`src/rtl/draw_start_screen.sv`:
```
// Start screen renderer: background, centred button bitmap from a sync ROM and a
// blinking border, with mouse hover/press tinting. Two pclk of latency, timing to colour.
module draw_start_screen #(
    parameter int          PIC_WIDTH     = 54,
    parameter int          PIC_HEIGHT    = 53,
    parameter int          SCREEN_WIDTH  = 800,
    parameter int          SCREEN_HEIGHT = 600,
    parameter logic [11:0] BG_COLOR      = 12'h124,
    parameter logic [11:0] BORDER_COLOR  = 12'hFF0,
    parameter logic [11:0] KEY_COLOR     = 12'hF0F,
    parameter int          BLINK_FRAMES  = 30
) (
    input  logic        pclk,
    input  logic        rst,
    input  logic [11:0] hcount_in,
    input  logic        hsync_in,
    input  logic        hblnk_in,
    input  logic [11:0] vcount_in,
    input  logic        vsync_in,
    input  logic        vblnk_in,
    input  logic [11:0] xpos,
    input  logic [11:0] ypos,
    input  logic        mouse_left,
    output logic [11:0] pixel_addr,
    input  logic [11:0] rgb_pixel,
    output logic [11:0] hcount_out,
    output logic        hsync_out,
    output logic        hblnk_out,
    output logic [11:0] vcount_out,
    output logic        vsync_out,
    output logic        vblnk_out,
    output logic [11:0] rgb_out
);

    // Blink FSM
    //   state   | meaning
    //   ST_ON   | border drawn in BORDER_COLOR
    //   ST_OFF  | border falls through to background

    localparam int H_COORD = SCREEN_WIDTH / 2 - PIC_WIDTH / 2;
    localparam int V_COORD = SCREEN_HEIGHT / 2 - PIC_HEIGHT / 2;

    localparam logic [11:0] BTN_X0 = 12'(H_COORD);
    localparam logic [11:0] BTN_X1 = 12'(H_COORD + PIC_WIDTH - 1);
    localparam logic [11:0] BTN_Y0 = 12'(V_COORD);
    localparam logic [11:0] BTN_Y1 = 12'(V_COORD + PIC_HEIGHT - 1);
    localparam logic [11:0] BRD_X0 = 12'(H_COORD - 2);
    localparam logic [11:0] BRD_X1 = 12'(H_COORD + PIC_WIDTH + 1);
    localparam logic [11:0] BRD_Y0 = 12'(V_COORD - 2);
    localparam logic [11:0] BRD_Y1 = 12'(V_COORD + PIC_HEIGHT + 1);
    localparam logic [11:0] PIC_W12 = 12'(PIC_WIDTH);

    localparam int CNT_W = $clog2(BLINK_FRAMES + 1);
    localparam logic [CNT_W-1:0] CNT_LAST = CNT_W'(BLINK_FRAMES - 1);

    typedef enum logic {ST_ON = 1'b0, ST_OFF = 1'b1} blink_state_t;

    blink_state_t     state_q, state_d;
    logic [CNT_W-1:0] frame_cnt_q, frame_cnt_d;
    logic             vsync_prev_q;
    logic             frame_tick;
    logic             blink_on;

    // Stage 1 registers
    logic [11:0] hcount_q1, vcount_q1;
    logic        hsync_q1, hblnk_q1, vsync_q1, vblnk_q1;
    logic        in_btn_q, in_border_q, hover_q, left_q;
    logic [11:0] pixel_addr_q, pixel_addr_d;

    // Stage 2 registers
    logic [11:0] hcount_q2, vcount_q2;
    logic        hsync_q2, hblnk_q2, vsync_q2, vblnk_q2;
    logic [11:0] rgb_q, rgb_d;

    logic        in_btn_d, in_border_d, hover_d;
    logic [11:0] dx, dy;

    function automatic logic [3:0] sat_add3(input logic [3:0] n);
        return (n > 4'd12) ? 4'hF : n + 4'd3;
    endfunction

    assign in_btn_d = (hcount_in >= BTN_X0) && (hcount_in <= BTN_X1) &&
                      (vcount_in >= BTN_Y0) && (vcount_in <= BTN_Y1);

    assign in_border_d = (hcount_in >= BRD_X0) && (hcount_in <= BRD_X1) &&
                         (vcount_in >= BRD_Y0) && (vcount_in <= BRD_Y1) && !in_btn_d;

    assign hover_d = (xpos >= BTN_X0) && (xpos <= BTN_X1) &&
                     (ypos >= BTN_Y0) && (ypos <= BTN_Y1);

    assign dx = hcount_in - BTN_X0;
    assign dy = vcount_in - BTN_Y0;

    // Offsets only mean anything inside the button, so the address is parked at 0 elsewhere.
    always_comb begin
        pixel_addr_d = 12'd0;
        if (in_btn_d) pixel_addr_d = dy * PIC_W12 + dx;
    end

    always_ff @(posedge pclk) begin
        if (rst) begin
            hcount_q1    <= 12'd0;
            vcount_q1    <= 12'd0;
            hsync_q1     <= 1'b0;
            hblnk_q1     <= 1'b0;
            vsync_q1     <= 1'b0;
            vblnk_q1     <= 1'b0;
            in_btn_q     <= 1'b0;
            in_border_q  <= 1'b0;
            hover_q      <= 1'b0;
            left_q       <= 1'b0;
            pixel_addr_q <= 12'd0;
        end else begin
            hcount_q1    <= hcount_in;
            vcount_q1    <= vcount_in;
            hsync_q1     <= hsync_in;
            hblnk_q1     <= hblnk_in;
            vsync_q1     <= vsync_in;
            vblnk_q1     <= vblnk_in;
            in_btn_q     <= in_btn_d;
            in_border_q  <= in_border_d;
            hover_q      <= hover_d;
            left_q       <= mouse_left;
            pixel_addr_q <= pixel_addr_d;
        end
    end

    // rgb_pixel corresponds to pixel_addr_q, i.e. to the stage-1 pixel.
    always_comb begin
        rgb_d = BG_COLOR;
        if (hblnk_q1 || vblnk_q1) begin
            rgb_d = 12'h000;
        end else if (in_btn_q && (rgb_pixel != KEY_COLOR)) begin
            if (hover_q && left_q)
                rgb_d = {1'b0, rgb_pixel[11:9], 1'b0, rgb_pixel[7:5], 1'b0, rgb_pixel[3:1]};
            else if (hover_q)
                rgb_d = {sat_add3(rgb_pixel[11:8]), sat_add3(rgb_pixel[7:4]),
                         sat_add3(rgb_pixel[3:0])};
            else
                rgb_d = rgb_pixel;
        end else if (in_border_q && blink_on) begin
            rgb_d = BORDER_COLOR;
        end
    end

    always_ff @(posedge pclk) begin
        if (rst) begin
            hcount_q2 <= 12'd0;
            vcount_q2 <= 12'd0;
            hsync_q2  <= 1'b0;
            hblnk_q2  <= 1'b0;
            vsync_q2  <= 1'b0;
            vblnk_q2  <= 1'b0;
            rgb_q     <= 12'h000;
        end else begin
            hcount_q2 <= hcount_q1;
            vcount_q2 <= vcount_q1;
            hsync_q2  <= hsync_q1;
            hblnk_q2  <= hblnk_q1;
            vsync_q2  <= vsync_q1;
            vblnk_q2  <= vblnk_q1;
            rgb_q     <= rgb_d;
        end
    end

    // Edge detect gives one tick per frame no matter how wide vsync is.
    assign frame_tick = vsync_in && !vsync_prev_q;

    always_ff @(posedge pclk) begin
        if (rst) begin
            state_q      <= ST_ON;
            frame_cnt_q  <= '0;
            vsync_prev_q <= 1'b0;
        end else begin
            state_q      <= state_d;
            frame_cnt_q  <= frame_cnt_d;
            vsync_prev_q <= vsync_in;
        end
    end

    always_comb begin
        state_d     = state_q;
        frame_cnt_d = frame_cnt_q;
        if (frame_tick) begin
            if (frame_cnt_q == CNT_LAST) begin
                frame_cnt_d = '0;
                state_d     = (state_q == ST_ON) ? ST_OFF : ST_ON;
            end else begin
                frame_cnt_d = frame_cnt_q + 1'b1;
            end
        end
    end

    always_comb begin
        blink_on = (state_q == ST_ON);
    end

    assign pixel_addr = pixel_addr_q;
    assign hcount_out = hcount_q2;
    assign vcount_out = vcount_q2;
    assign hsync_out  = hsync_q2;
    assign hblnk_out  = hblnk_q2;
    assign vsync_out  = vsync_q2;
    assign vblnk_out  = vblnk_q2;
    assign rgb_out    = rgb_q;

endmodule

```
`config.mk`:
```
export PLATFORM = sky130hd
export DESIGN_NAME = draw_start_screen
export DESIGN_NICKNAME = d
export VERILOG_FILES = /design/src/rtl/draw_start_screen.sv
export SDC_FILE = /design/constraint.sdc
export NUM_CORES = 1
export LEC_CHECK = 0
export ABC_AREA = 1
export CORE_MARGIN = 4
export CORE_UTILIZATION = 46
export CTS_CLUSTER_DIAMETER = 30
export DETAILED_ROUTE_END_ITERATION = 10
export PLACE_DENSITY = 0.75
export SETUP_SLACK_MARGIN = 0.15
export SLEW_MARGIN = 5
export SYNTH_ARGS = -nofsm -noshare
export SYNTH_HDL_FRONTEND = slang
export SYNTH_SLANG_ARGS = --single-unit
export TNS_END_PERCENT = 1
```
`constraint.sdc`:
```
create_clock -name pclk -period 4.99 [get_ports pclk]
set_clock_uncertainty 0.2 [all_clocks]
set_input_delay 0.499 -clock pclk [delete_from_list [all_inputs] [get_ports pclk]]
set_output_delay 0.499 -clock pclk [all_outputs]
set_load 0.02 [all_outputs]
```
; After elaboration in Yosys (flattened, before gate mapping)
; Cells that the tools add are included.
[word_totals]
register_bits = 90
inputBits = 67
out_inout_bits = 52
elab_cells = 76
[classes]
n_addsub = 7
multipliers = 1
n_lt_le_gt_ge = 15
n_eq_ne = 2
n_mux = 9
n_bitwise = 2
n_reduce_logical = 20
[op_table]
columns = cell, n
row1 = "12-bit by 9-bit >= comparator with 1-bit output, second input constant", 6
row2 = "12-bit by 9-bit less-or-equal comparator with 1-bit output, second input constant", 6
row3 = 12-bit two-way mux, 4
row4 = "12-bit by 9-bit subtractor with 12-bit output, second input constant", 2
row5 = 1-bit logical AND, 14
row6 = 12-bit adder, 1
row7 = "4-bit by 2-bit adder with 4-bit output, second input constant", 3
row8 = "4-bit > comparator, second input constant", 3
row9 = "12-bit by 5-bit multiplier with 11-bit output, second input constant", 1
row10 = 4-bit two-way mux, 3
row11 = "12-bit inequality test, second input constant", 1
row12 = "5-bit by 1-bit adder with 5-bit output, second input constant", 1
row13 = "5-bit == test, second input constant", 1
row14 = 5-bit two-way mux, 1
row15 = 2-bit OR reduction, 2
row16 = 1-bit logical NOT, 2
row17 = 1-bit NOT, 2
row18 = 2-bit AND reduction, 1
row19 = 1-bit logical OR, 1
row20 = 1-bit two-way mux, 1

; Longest topological paths before layout
[depth]
ltp_word = 6
depth_mapped = 29
depth_no_buf = 29

; Worst setup path after synthesis
; No wires, ideal clock.
[synth_path]
path_kind = input to register
startpoint = input vcount_in[2]
endpoint = register pixel_addr_q[11], in the netlist pixel_addr[11]
setup_time_ns = 0.115
arrival_ns = 4.627
t_required_ns = 4.675
slack_ns = 0.048
path_stages = 25
n_path_buf = 0
path_cell_list = inv_1 ha_1 xor2_1 ha_1 fa_1 inv_1 fa_1 inv_1 ha_1 inv_1 o21bai_1 nand2_1 nand2_1 a21oi_1 xor2_1 ha_1 inv_1 ha_1 inv_1 nor4_1 nand3_1 nand3_1 nand3_1 a21oi_1 nor2_1
[synth_via]
elab_chain_cells = 5
word_cells_on_any_way = 9
cone_classes = add/sub: 2 / mul: 1 / order compare: 2 / bitwise: 1 / reduce/logical: 3
[synth_lines]
columns = item, line_no
row1 = from (decl), 18  ; input logic [11:0] vcount_in,
row2 = "parallel branches: the longest is 5 deep, another holds 12-bit by 9-bit subtractor with 12-bit output", -
row3 = to (signal assigned), 124  ; pixel_addr_q <= pixel_addr_d;
row4 = to (decl), 68  ; logic [11:0] pixel_addr_q, pixel_addr_d;
; Parallel ways; which one is timed is not known.
; A chain may end at the register's enable or synchronous reset.

; Worst setup path in the final report
[layout_path]
startpoint = input vcount_in[2]
endpoint = register pixel_addr_q[10], in the netlist pixel_addr[10]
; The elaborated chain is that of the path after synthesis.

==> results.yml <==
detailed_routing:
  drt-pass1-iter-count: 5
  drt_iter0_drc: 284
  routedWlPerCell_um: 13.6
  drt-total-wl_um: 13600
  viasPerCell: 4.93
  num_vias: 4951
  drc_errors: 0
  ant_nets: 0
floorplan:
  core_um2: 10800
  start_util_pct: 47.0
  dieHeight_um: 113
  die_w_um: 113
  die-area_um2: 12800
  std_cell_rows: 38
  io_pins: 119
timing:
  hold_viol_final: 0
  setup_violations: 0
  slew_headroom_pct: 61.6
  slew_viol_final: 0
  min_period_over_period_pct: 95.1
  worst_pin_slew_ns: 0.576
  layout_min_cycle_time_ns: 4.75
  worst_hold_slack_ns: 0.187
  rsz0062_at_grt: "true"
  fmax_mhz: 211
  setup_total_negative_slack_ns: 0
clock_network:
  clockBufferDepth: 2
  h-tree-depth: 3
  cts_root_buf: "clkbuf_8"
  cts_sinks: 90
  clkTransAtPathRegs_ns: 0.10
  hold_buffers: 0
  clkLatencyLatePin_ns: 0.36
  cts_tree: "yes"
  numCtsBuffers: 9
yosys:
  synth_common_cells: "139 x inv_1, 107 x nor2_1, 90 x dfxtp_1"
  yosysMostFrequentCell: "inv_1"
  synth_edf_count: 0
  synth.area.top_cells: "dfxtp_1 35%, ha_1 13%, inv_1 10%"
  synth_cells: 676
  synth.top_cell.area_share_pct: 35.4
  ys_types: 40
  synth_area_um2: 5090
  synth_nets: 806
  async_flop_share_pct: 0
  avgSynthCellArea_um2: 7.53
  yosysTopAreaCell: "dfxtp_1"
  ys_warn_count: 0
  ys_ff_latch: 90
  ys_seq_area_share_pct: 35.4
  synth_ff_type: "dfxtp_1"
final_layout:
  n_fill_cell: 913
  final_cells: 1004
  diodes: 0
  drive_above_1_share_pct: 16.4
  area_growth_pct: 44.5
  fin_nets: 989
global_route:
  grt_pass1_vias: 4863
  overflow: 0
  grt_pass1_wl_um: 21500
  grt_antenna_before_repair: 0
  grt_max_degree: 61
  grt.total_usage_pct: 20.8
worst_setup_path:
  max_stage_delay_ns: 0.51
  cp-start-kind: "input port"
  cp.depth: 26
  r2r_start: "hover_q"
  cp_data_arrival_time_ns: 4.85
  critPathCapture: "pixel_addr[10]"
  cp.required_ns: 5.09
  critPathMaxFanout: 3
  rrSetupSlack_ns: 2.85
  end_kind: "flip-flop"
  path_class: "input port to flip-flop"
  critPathBufInv: 8
  reg2reg_depth: 6
  r2r_end: "rgb_out[6]"
  cp-startpoint: "vcount_in[2]"
  critical-path-top-delay-family: "adder cells"
  crit_slowest_cell: "fa_1"
run_status:
  status: "finished, final reports clean"
power_and_ir_drop:
  p_per_area_nw_per_um2: 460
  pwr-share-comb_pct: 63.6
  max-vdd-ir-drop_v: 0.000870
  p_sw_mw: 1.42
  clkPwrFrac_pct: 14.1
  p_seq_share_pct: 22.2
  p_leak_nw: 3.44
  swShare_pct: 41.9
  p_int_mw: 1.96
placed_design:
  io_buffers: 118
  gp_congestion: 0.980
  post-dp-hpwl_um: 10900
  post-place-cells: 979
hold_path:
  min_path_type: "flip-flop to flip-flop"
  min_path_cells: 2
flow_run:
  max-cap-violations: 0
-- layout by cell type (no fill, tap or decap), types with 4 or more instances in the layout --
cell type        Yosys  layout
a21oi_1             40      35
a21oi_2              0       5
buf_4                0      59
clkbuf_8             0       9
clkdlybuf4s50_1      0     113
dfxtp_1             90      90
fa_1                11      11
ha_1                52      40
ha_4                 0      12
inv_1              139     132
inv_2                4      11
nand2_1             72      70
nand2_2              9      11
nand3_1             27      24
nand3_2              2       5
nand4_1              8       8
nor2_1             107     105
nor2_4               2       4
nor3_1              14      12
o211ai_1             5       5
o21ai_0             29      26
or2_2                4       4
xnor2_1              9       9
xor2_1              16      13
-- repair_timing --
action,CTS,global route
gates resized for setup,18,35
pin swaps,9,24
setup buffers,2,7
setup endpoints to repair,3,3
cloned,0,0
-- power by group through the flow --
stage | Sequential [mW] | Combinational (mW) | Clock, mW
final | 0.752 | 2.15 | 0.479
after global routing | 0.755 | 2.39 | 0.520
after CTS | 0.753 | 1.81 | 0.492
after detailed placement | 0.769 | 1.72 | 0
after global placement | 0.768 | 1.65 | 0
after floorplan | 0.781 | 1.08 | 0
-- per-layer routing --
metal  global-route usage [%]  vias to the layer above  routed length (µm)
met5                        0                        -                   0
met4                     7.21                        0                 352
met3                     3.90                       37                 757
met2                     37.3                      150                6960
met1                     24.7                     2274                5580
li1                         -                     2490                   -
-- registers in the layout, indices dropped and copies added, names as in the netlist, 5 cells and up --
register / flops
hcount_out: 12
vcount_q1: 12
vcount_out: 12
hcount_q1: 12
rgb_out: 12
frame_cnt_q: 5
pixel_addr: 12
-- through the flow --
stage	util, %	total power [mW]	setup slack, ns	area [µm²]
after global placement	63.1	2.41	-0.342	6840
after floorplan	-	1.86	0.195	5120
after global routing	67.9	3.67	0.0653	7360
after CTS	65.5	3.05	0.171	7100
after detailed placement	63.1	2.49	-0.585	6840
final	67.9	3.38	0.244	7360
-- worst register-to-register path, delay by kind of cell, from the launching register on --
family	cells	cell delay [ns]
buffers and inverters	1	0.39
AOI/OAI and AO/OA	4	0.41
DFF	1	0.63
and+or+nand+nor	1	0.39
-- how the worst min path moves through the flow --
stage | start | to
finish | hcount_q1[6] | hcount_out[6]
global route | hcount_q1[4] | hcount_out[4]
CTS | hcount_q1[6] | hcount_out[6]
detailed placement | hcount_q1[3] | hcount_out[3]
global placement | hcount_q1[3] | hcount_out[3]
floorplan | hcount_q1[0] | hcount_out[0]
-- kinds of logic (layout without fill, tap and decap cells) --
group                      after synthesis  after routing  synth area share [%]
adders and majority gates               63             63                  17.1
DFF                                     90             90                  35.4
buffers and inverters                  153            341                  11.3
and+or+nand+nor                        252            252                  21.6
AOI/OAI and AO/OA                       93             93                  10.3
xor gates and xnor gates                25             25                  4.30
-- area by class of cell --
| cell class | count | area, µm² | share of cell area, % |
|---|---|---|---|
| clock buffers | 9 | 124 | 1.68 |
| clock inverters | 7 | 63.8 | 0.867 |
| inverters | 146 | 548 | 7.45 |
| multi-input cells | 433 | 3000 | 40.8 |
| flip-flops and latches | 90 | 1800 | 24.5 |
| well taps | 140 | 175 | 2.38 |
| repair buffers | 179 | 1640 | 22.3 |
(Power assumes the default switching activity.)
